## src/rtl/timer_mc_pkg.sv

```systemverilog
// Shared constants for the multi-channel timer: register offsets and bit positions in
// the control and status registers.
package timer_mc_pkg;

    localparam logic [1:0] TDR_OFS  = 2'd0;
    localparam logic [1:0] TCR_OFS  = 2'd1;
    localparam logic [1:0] TSR_OFS  = 2'd2;
    localparam logic [1:0] TCNT_OFS = 2'd3;

    localparam int unsigned TCR_W      = 10;
    localparam int unsigned TCR_CKS_LO = 0;
    localparam int unsigned TCR_CKS_HI = 2;
    localparam int unsigned TCR_EN     = 4;
    localparam int unsigned TCR_DN     = 5;
    localparam int unsigned TCR_ARL    = 6;
    localparam int unsigned TCR_LOAD   = 7;
    localparam int unsigned TCR_OVF_IE = 8;
    localparam int unsigned TCR_UDF_IE = 9;

    // Bit 3 has no function; it always reads 0.
    localparam logic [TCR_W-1:0] TCR_MASK = 10'h3F7;

    localparam int unsigned TSR_OVF = 0;
    localparam int unsigned TSR_UDF = 1;

endpackage

```

## src/rtl/timer_mc_ch.sv

```systemverilog
// One timer channel: holds TDR/TCR/TSR/TCNT, performs load/count/reload and raises the
// channel's interrupt from its sticky flags.
module timer_mc_ch
    import timer_mc_pkg::*;
#(
    parameter int unsigned CNT_W = 16
) (
    input  logic             sys_clk,
    input  logic             sys_rst,
    input  logic [7:0]       tick,
    input  logic             wr_tdr,
    input  logic             wr_tcr,
    input  logic             wr_tsr,
    input  logic [31:0]      wdata,
    output logic [CNT_W-1:0] tdr,
    output logic [TCR_W-1:0] tcr,
    output logic [1:0]       tsr,
    output logic [CNT_W-1:0] tcnt,
    output logic             irq
);

    logic [CNT_W-1:0] tdr_q, tdr_d;
    logic [TCR_W-1:0] tcr_q, tcr_d;
    logic [1:0]       tsr_q, tsr_d;
    logic [CNT_W-1:0] tcnt_q, tcnt_d;
    logic             cnt_tick;
    logic             ovf_set, udf_set;
    logic [1:0]       tsr_clr;
    logic             unused_wdata;

    assign unused_wdata = ^wdata;

    always_comb begin
        tdr_d    = wr_tdr ? wdata[CNT_W-1:0] : tdr_q;
        tcr_d    = wr_tcr ? (wdata[TCR_W-1:0] & TCR_MASK) : tcr_q;
        tcnt_d   = tcnt_q;
        ovf_set  = 1'b0;
        udf_set  = 1'b0;
        cnt_tick = tcr_q[TCR_EN] & tick[tcr_q[TCR_CKS_HI:TCR_CKS_LO]];

        if (tcr_q[TCR_LOAD]) begin
            tcnt_d = tdr_q;
        end else if (cnt_tick && !tcr_q[TCR_DN]) begin
            if (&tcnt_q) begin
                tcnt_d  = tcr_q[TCR_ARL] ? tdr_q : '0;
                ovf_set = 1'b1;
            end else begin
                tcnt_d = tcnt_q + CNT_W'(1);
            end
        end else if (cnt_tick && tcr_q[TCR_DN]) begin
            if (tcnt_q == '0) begin
                tcnt_d  = tcr_q[TCR_ARL] ? tdr_q : '1;
                udf_set = 1'b1;
            end else begin
                tcnt_d = tcnt_q - CNT_W'(1);
            end
        end

        // A flag being set on the same edge as its W1C clear stays set.
        tsr_clr = wr_tsr ? wdata[1:0] : 2'b00;
        tsr_d   = (tsr_q & ~tsr_clr) | {udf_set, ovf_set};
    end

    always_ff @(posedge sys_clk or posedge sys_rst) begin
        if (sys_rst) begin
            tdr_q  <= '0;
            tcr_q  <= '0;
            tsr_q  <= '0;
            tcnt_q <= '0;
        end else begin
            tdr_q  <= tdr_d;
            tcr_q  <= tcr_d;
            tsr_q  <= tsr_d;
            tcnt_q <= tcnt_d;
        end
    end

    assign tdr  = tdr_q;
    assign tcr  = tcr_q;
    assign tsr  = tsr_q;
    assign tcnt = tcnt_q;
    assign irq  = (tsr_q[TSR_OVF] & tcr_q[TCR_OVF_IE]) | (tsr_q[TSR_UDF] & tcr_q[TCR_UDF_IE]);

endmodule

```

## src/rtl/timer_mc.sv

```systemverilog
// Multi-channel APB timer: shared prescaler, APB decode and read mux around NUM_CH
// independent timer_mc_ch channels.
module timer_mc
    import timer_mc_pkg::*;
#(
    parameter int unsigned NUM_CH = 4,
    parameter int unsigned CNT_W  = 16
) (
    input  logic              sys_clk,
    input  logic              sys_rst,
    input  logic              psel,
    input  logic              penable,
    input  logic              pwrite,
    input  logic [7:0]        paddr,
    input  logic [31:0]       pwdata,
    output logic [31:0]       prdata,
    output logic              pready,
    output logic              pslverr,
    output logic [NUM_CH-1:0] irq,
    output logic              irq_any
);

    logic [7:0]  div_cnt_q;
    logic [7:0]  tick;
    logic [3:0]  ch_sel;
    logic [1:0]  ofs;
    logic        access;
    logic        ch_valid;
    logic [31:0] rd_mux;
    logic [31:0] ch_rdata [NUM_CH];
    logic        unused_paddr;

    assign unused_paddr = ^paddr[1:0];

    always_ff @(posedge sys_clk or posedge sys_rst) begin
        if (sys_rst) begin
            div_cnt_q <= '0;
        end else begin
            div_cnt_q <= div_cnt_q + 8'd1;
        end
    end

    for (genvar k = 0; k < 8; k++) begin : g_tick
        assign tick[k] = &div_cnt_q[k:0];
    end

    assign ch_sel   = paddr[7:4];
    assign ofs      = paddr[3:2];
    assign access   = psel & penable;
    assign ch_valid = 32'(ch_sel) < NUM_CH;

    for (genvar i = 0; i < NUM_CH; i++) begin : g_ch
        logic             wr_ch;
        logic [CNT_W-1:0] tdr, tcnt;
        logic [TCR_W-1:0] tcr;
        logic [1:0]       tsr;

        assign wr_ch = access & pwrite & (ch_sel == 4'(i));

        timer_mc_ch #(
            .CNT_W (CNT_W)
        ) u_ch (
            .sys_clk (sys_clk),
            .sys_rst (sys_rst),
            .tick    (tick),
            .wr_tdr  (wr_ch && ofs == TDR_OFS),
            .wr_tcr  (wr_ch && ofs == TCR_OFS),
            .wr_tsr  (wr_ch && ofs == TSR_OFS),
            .wdata   (pwdata),
            .tdr     (tdr),
            .tcr     (tcr),
            .tsr     (tsr),
            .tcnt    (tcnt),
            .irq     (irq[i])
        );

        assign ch_rdata[i] = (ofs == TDR_OFS) ? 32'(tdr) :
                             (ofs == TCR_OFS) ? 32'(tcr) :
                             (ofs == TSR_OFS) ? 32'(tsr) : 32'(tcnt);
    end

    always_comb begin
        rd_mux = '0;
        for (int i = 0; i < NUM_CH; i++) begin
            if (ch_sel == 4'(i)) begin
                rd_mux = ch_rdata[i];
            end
        end
    end

    assign prdata  = (access && !pwrite) ? rd_mux : '0;
    assign pready  = 1'b1;
    assign pslverr = access & ~ch_valid;
    assign irq_any = |irq;

endmodule

```

## config.mk

```make
export PLATFORM = sky130hd
export DESIGN_NAME = timer_mc
export DESIGN_NICKNAME = d
export VERILOG_FILES = /design/src/rtl/timer_mc_pkg.sv /design/src/rtl/timer_mc_ch.sv /design/src/rtl/timer_mc.sv
export SDC_FILE = /design/constraint.sdc
export NUM_CORES = 1
export LEC_CHECK = 0
export ABC_AREA = 1
export CAP_MARGIN = 40
export CORE_MARGIN = 2
export CORE_UTILIZATION = 25
export DETAILED_ROUTE_END_ITERATION = 12
export GPL_TIMING_DRIVEN = 1
export SLEW_MARGIN = 20
export SYNTH_ARGS = -nofsm -noshare
export SYNTH_HDL_FRONTEND = slang
export SYNTH_SLANG_ARGS = --single-unit
```

## constraint.sdc

```tcl
create_clock -name sys_clk -period 6.4 [get_ports sys_clk]
set_input_delay 1.28 -clock sys_clk [delete_from_list [all_inputs] [get_ports sys_clk]]
set_output_delay 1.28 -clock sys_clk [all_outputs]
set_load 0.005 [all_outputs]
```

==> results of run 1 <==
==> worst max path at each step <==
stage,end,cells past startpoint
final,prdata[13],9
after global routing,prdata[13],9
after CTS,prdata[13],9
after detailed placement,prdata[13],9
after global placement,prdata[13],9
after floorplan,div_cnt_q[0]$_DFF_PP0_,1
==> power groups by stage <==
stage | Combinational, W | Sequential [W] | Clock, W
after floorplan | 0.00215 | 0.00147 | 0
after global placement | 0.00263 | 0.00169 | 0
after detailed placement | 0.00263 | 0.00168 | 0
after CTS | 0.00264 | 0.00166 | 0.00110
after global routing | 0.00306 | 0.00170 | 0.00114
final | 0.00269 | 0.00167 | 0.00109
==> area by class of cell <==
| class | instances | share of cell area, % |
|---|---|---|
| tap | 773 | 5.81 |
| timing repair buffer | 68 | 4.02 |
| clock inverter | 15 | 0.948 |
| clock buffer | 17 | 2.56 |
| inverter | 292 | 6.66 |
| multi-input combinational | 1867 | 52.9 |
| sequential | 180 | 27.1 |
==> metal layers <==
layer,wire (um),track usage (%),share of wire [%],vias up
met5,15,0,0.026,-
met4,1820,6.74,3.1,2
met3,5690,3.41,9.7,109
met2,25200,28.3,43,767
met1,25600,26.2,44,7570
li1,-,-,-,7876
==> worst max-delay path, cell delays in order <==
cell and delay [ps]:
clkdlybuf4s50_1 710, nand2_1 160, buf_4 230, inv_1 400, nand2_1 100, a31oi_1 310, o21ai_0 150, a211oi_1 460
clkdlybuf4s50_1 600
==> state kept, by name, summed over array words and instances (netlist names) <==
register / count
g_ch.u_ch.tcnt: 64
g_ch.u_ch.tdr: 64
g_ch.u_ch.tcr: 36
div_cnt_q: 8
g_ch.u_ch.tsr: 8
==> cells by family after synthesis <==
kind of cell / after synthesis / synth area share (%)
AOI/OAI and AO/OA: 458 / 16.9
buffers and inverters: 418 / 11.7
adders and majority gates: 15 / 1.25
DFF: 180 / 30.0
xor gates and xnor gates: 47 / 2.74
other: 2 / 0.0500
and+or+nand+nor: 1330 / 37.3
==> cells in the final DEF (no fill, tap or decap), types with 4 or more instances in the layout <==
cell type        instances
clkbuf_16               17
o2111ai_1               10
nand4_1                 18
ha_1                    15
a22o_1                   4
nor2_1                 263
nand2_1                732
nand2_2                  7
clkdlybuf4s50_1         48
clkinv_1                11
o31ai_1                  4
inv_1                  274
a21oi_1                 61
nand3_1                246
nand3_2                  8
buf_4                   15
xor2_1                  43
inv_8                    4
conb_1                  17
dfrtp_1                180
o22ai_1                 32
nor2_2                  13
o221ai_1                15
inv_6                    7
o21ai_0                283
inv_2                    5
o21ai_1                 14
a31oi_1                 18
nor3_1                  29
xnor2_1                  4
o211ai_1                 5
==> stage by stage <==
step,instance area [sq um],setup slack [ps],hold WS (ps)
final,16600,704,481
after global placement,16000,768,464
after global routing,16600,668,518
after floorplan,15100,233,445
after CTS,16600,745,479
after detailed placement,16100,760,466
==> flow_summary.json, run 1 <==
{
  "fin_crit_ps": 5700,
  "port_buffers": 48,
  "yosysSeqAreaShare_pct": 30.0,
  "worstSkewPairLatency_ps": 470,
  "multi_input_area_sq_um": 8800,
  "grt_pass1_wl_um": 90000,
  "yosysWarnings": 0,
  "final_cells": 3212,
  "synth_top_area_cell": "dfrtp_1",
  "synth_area_sq_um": 15000,
  "cts_tree": "done",
  "ctsHoldBuffers": 0,
  "reg2reg_from": "div_cnt_q[0]$_DFF_PP0_",
  "leakage_nw": 7.43,
  "area_growth_pct": 10.9,
  "power_w": 0.00546,
  "swShare_pct": 50.0,
  "dp_cells": 3180,
  "finalHoldViolCount": 0,
  "grt_usage_pct": 18.6,
  "min_period_over_period_pct": 89.0,
  "switchingPower_w": 0.00273,
  "synth_edf_count": 0,
  "cp_max_fo": 17,
  "yosysMostFrequentCell": "nand2_1",
  "cp-end-kind": "output pin",
  "hold_end": "div_cnt_q[5]$_DFF_PP0_",
  "hpwl_um": 42900,
  "num_rows": 89,
  "drv_cap": 0,
  "crit_start": "paddr[2]",
  "avgViaCountPerCell": 5.08,
  "finalSetupViolCount": 0,
  "rsz0062_at_grt": "false",
  "drt_first_iter_violations": 1865,
  "final_layout_size_suffix_gt1_share_pct": 4.10,
  "cp-start-kind": "input port",
  "reg2reg_slack_ps": 3430,
  "die_h_um": 249,
  "first_pass_iters": 5,
  "first_global_vias": 14700,
  "clk_pin_slew_ps": 70,
  "cts_resized": 0,
  "avgSynthCellArea_sq_um": 6.12,
  "regArea_sq_um": 4500,
  "floorplan.initialDensity_pct": 25.4,
  "fillers": 6623,
  "wl_per_cell_um": 18.2,
  "ir_worst_vdd_mv": 0.174,
  "fmax_mhz": 176,
  "h-tree-depth": 4,
  "worstHoldStart": "div_cnt_q[5]$_DFF_PP0_",
  "vias": 16300,
  "grt_max_degree": 87,
  "antenna_found_initial": 2,
  "reg2reg_depth": 13,
  "core_area_sq_um": 59100,
  "holdPathStages": 1,
  "synthCells": 2450,
  "hp-class": "register to register",
  "finalWirelength_um": 58400,
  "ys_seq_elements": 180,
  "power.clock.fraction_pct": 20.0,
  "cts_root_buf": "clkbuf_16",
  "dieArea_sq_um": 62000,
  "p_per_area_nw_per_um2": 328,
  "fin_skew_ps": 14.7,
  "die_x_um": 249,
  "worst_pin_slew_ps": 841,
  "postCtsSetupRepairBufs": 0,
  "ant_nets": 0,
  "worst_r2r_endpoint": "g_ch[1].u_ch.tcnt[13]$_DFFE_PP0P_",
  "cp.arrival_ps": 4420,
  "gp_congestion": 0.979,
  "cts_buffers": 17,
  "setup_tns_ps": 0,
  "cts_buffer_depth": 2,
  "maxSlewViolCount": 0,
  "finalNetCount": 2486,
  "yosys_most_used_dff": "dfrtp_1",
  "drc_errors": 0,
  "ios": 84,
  "synthTopCellsByArea": "dfrtp_1, nand2_1, o21ai_0, nand3_1, inv_1",
  "criticalPathCategory": "input port to output pin",
  "synth_top_area_share_pct": 30.0,
  "internal-power_w": 0.00273,
  "synth_commonest_cells": "nand2_1, o21ai_0, inv_1",
  "synth.distinct_cells": 50,
  "crit_required_ps": 5120,
  "ys_async_sr_fraction_pct": 100,
  "status": "complete, no violations",
  "max-slew-margin-rel_pct": 43.9,
  "post-route-util_pct": 28.1,
  "clock_sinks": 180,
  "grt_overflow_total": 0,
  "pwr-share-comb_pct": 49.3,
  "antenna_cells": 0,
  "p_seq_share_pct": 30.7
}
Note: power is estimated with default switching activity, not from simulation.
==> run 2, diff against run 1 <==
==> constraint.sdc (replaced) <==
create_clock -name sys_clk -period 6.3 [get_ports sys_clk]
set_input_delay 1.26 -clock sys_clk [delete_from_list [all_inputs] [get_ports sys_clk]]
set_output_delay 1.26 -clock sys_clk [all_outputs]
set_load 0.005 [all_outputs]
==> run 2 against run 1 <==
Setup slack better by 26 ps. Power up 1.7%. Sequential share of layout area down 0.081 points. Highest routed layer unchanged. Via count down 0.42%. Critical path depth down 1. Worst hold slack better by 3.4 ps. Largest power group unchanged. Clock skew down 0.60 ps.
==> flow_summary.json, run 2 (synthesis gave the netlist of run 1 again) <==
{
  "wl_per_cell_um": 18.2,
  "area_growth_pct": 11.2,
  "maxSlewViolCount": 0,
  "cts_root_buf": "clkbuf_16",
  "worst_pin_slew_ps": 817,
  "drt_first_iter_violations": 1738,
  "min_period_over_period_pct": 88.4,
  "first_global_vias": 14800,
  "die_x_um": 249,
  "cp.arrival_ps": 4310,
  "cp-start-kind": "input port",
  "grt_usage_pct": 18.6,
  "gp_congestion": 0.973,
  "cts_resized": 0,
  "most-common-layout-cells": "nand2_1, o21ai_0, inv_1, nor2_1, nand3_1",
  "cts_buffer_depth": 2,
  "ant_nets": 0,
  "postCtsSetupRepairBufs": 0,
  "hp-class": "register to register",
  "first_pass_iters": 6,
  "antenna_cells": 0,
  "num_rows": 89,
  "avgViaCountPerCell": 5.06,
  "grt_overflow_total": 0,
  "leakage_nw": 7.45,
  "crit_required_ps": 5040,
  "criticalPathCategory": "input port to output pin",
  "max-slew-margin-rel_pct": 45.6,
  "place_ws_ps": 836,
  "final_layout_size_suffix_gt1_share_pct": 4.18,
  "drv_cap": 0,
  "reg2reg_from": "div_cnt_q[0]$_DFF_PP0_",
  "fin_skew_ps": 14.1,
  "antenna_found_initial": 4,
  "finalWirelength_um": 58400,
  "core_area_sq_um": 59100,
  "port_buffers": 48,
  "cts_tree": "done",
  "ir_worst_vdd_mv": 0.203,
  "reg2reg_slack_ps": 3380,
  "drc_errors": 0,
  "vias": 16300,
  "setup_slack_ps": 730,
  "hpwl_um": 42700,
  "worstSkewPairLatency_ps": 470,
  "cp_max_fo": 11,
  "hold_end": "div_cnt_q[5]$_DFF_PP0_",
  "worstHoldStart": "div_cnt_q[5]$_DFF_PP0_",
  "grt_max_degree": 106,
  "h-tree-depth": 4,
  "cp-end-kind": "output pin",
  "holdPathStages": 1,
  "ios": 84,
  "grt_pass1_wl_um": 90000,
  "p_per_area_nw_per_um2": 333,
  "ctsHoldBuffers": 0,
  "post-route-util_pct": 28.2,
  "status": "complete, no violations",
  "rsz0062_at_grt": "false",
  "fin_crit_ps": 5570,
  "clk_pin_slew_ps": 80,
  "floorplan.initialDensity_pct": 25.4,
  "cts_buffers": 17,
  "fmax_mhz": 180,
  "worst_r2r_endpoint": "g_ch[1].u_ch.tcnt[1]$_DFFE_PP0P_",
  "reg2reg_depth": 13,
  "finalNetCount": 2488,
  "fillers": 6580,
  "clock_sinks": 180,
  "die_h_um": 249,
  "final_common_cell": "nand2_1",
  "finalSetupViolCount": 0,
  "setup_tns_ps": 0,
  "dieArea_sq_um": 62000,
  "finalHoldViolCount": 0
}
## run 2: layout make-up
cell class | instances | area, sq um | share of cell area [%]
Clock buffer | 17 | 425 | 2.55
Clock inverter | 15 | 164 | 0.982
Inverter | 292 | 1110 | 6.64
Multi-Input combinational cell | 1867 | 8800 | 52.8
Sequential cell | 180 | 4500 | 27.0
Tap cell | 773 | 967 | 5.80
Timing Repair Buffer | 70 | 713 | 4.27
## run 2: power by group
group / leakage [nW] / switching (W) / internal (W) / total (W)
registers: 2.40 / 0.000366 / 0.00133 / 0.00170
clock network: 0.292 / 0.000569 / 0.000565 / 0.00113
logic: 4.76 / 0.00181 / 0.000914 / 0.00272
## run 2: how the worst max path moves through the flow
stage / from / endpoint / slack [ps]
2_1_floorplan: sys_rst / div_cnt_q[0]$_DFF_PP0_ / 150
3_3_place_gp: paddr[3] / prdata[13] / 840
3_5_place_dp: paddr[3] / prdata[13] / 840
4_1_cts: paddr[3] / prdata[12] / 840
5_1_grt: paddr[3] / prdata[12] / 640
6_report: paddr[3] / prdata[12] / 730
## run 2: per-stage QoR
stage / hold slack [ps] / power, W / std cells / area, sq um
floorplan: 445 / 0.00368 / 2465 / 15100
CTS: 483 / 0.00550 / 3211 / 16600
global placement: 465 / 0.00436 / 3175 / 16000
finish: 484 / 0.00555 / 3214 / 16700
detailed placement: 469 / 0.00435 / 3179 / 16000
global route: 511 / 0.00602 / 3214 / 16700
## run 2: metal layers
metal	vias to the layer above	part of all wire, %	global-route usage, %	wire length, um
met2	704	44	28.4	25400
met5	-	0.046	0	27
met3	114	8.4	3.29	4910
met4	4	3.2	7.10	1860
li1	7866	-	-	-
met1	7567	45	26.1	26200
## run 2: critical path: stages
cell	delay, ps
clkdlybuf4s50_1	800
nand2_1	170
inv_1	450
nand2_1	110
a31oi_1	330
o21ai_0	150
a211oi_1	440
clkdlybuf4s50_1	590
==> run 3, diff against run 2 <==
--- a/config.mk
+++ b/config.mk
@@ -11,6 +11,7 @@
 export CORE_UTILIZATION = 25
 export DETAILED_ROUTE_END_ITERATION = 12
 export GPL_TIMING_DRIVEN = 1
+export SKIP_LAST_GASP = 1
 export SLEW_MARGIN = 20
 export SYNTH_ARGS = -nofsm -noshare
 export SYNTH_HDL_FRONTEND = slang
==> results of run 3 <==
The final DEF is identical to that of run 2; final timing and power are the same.
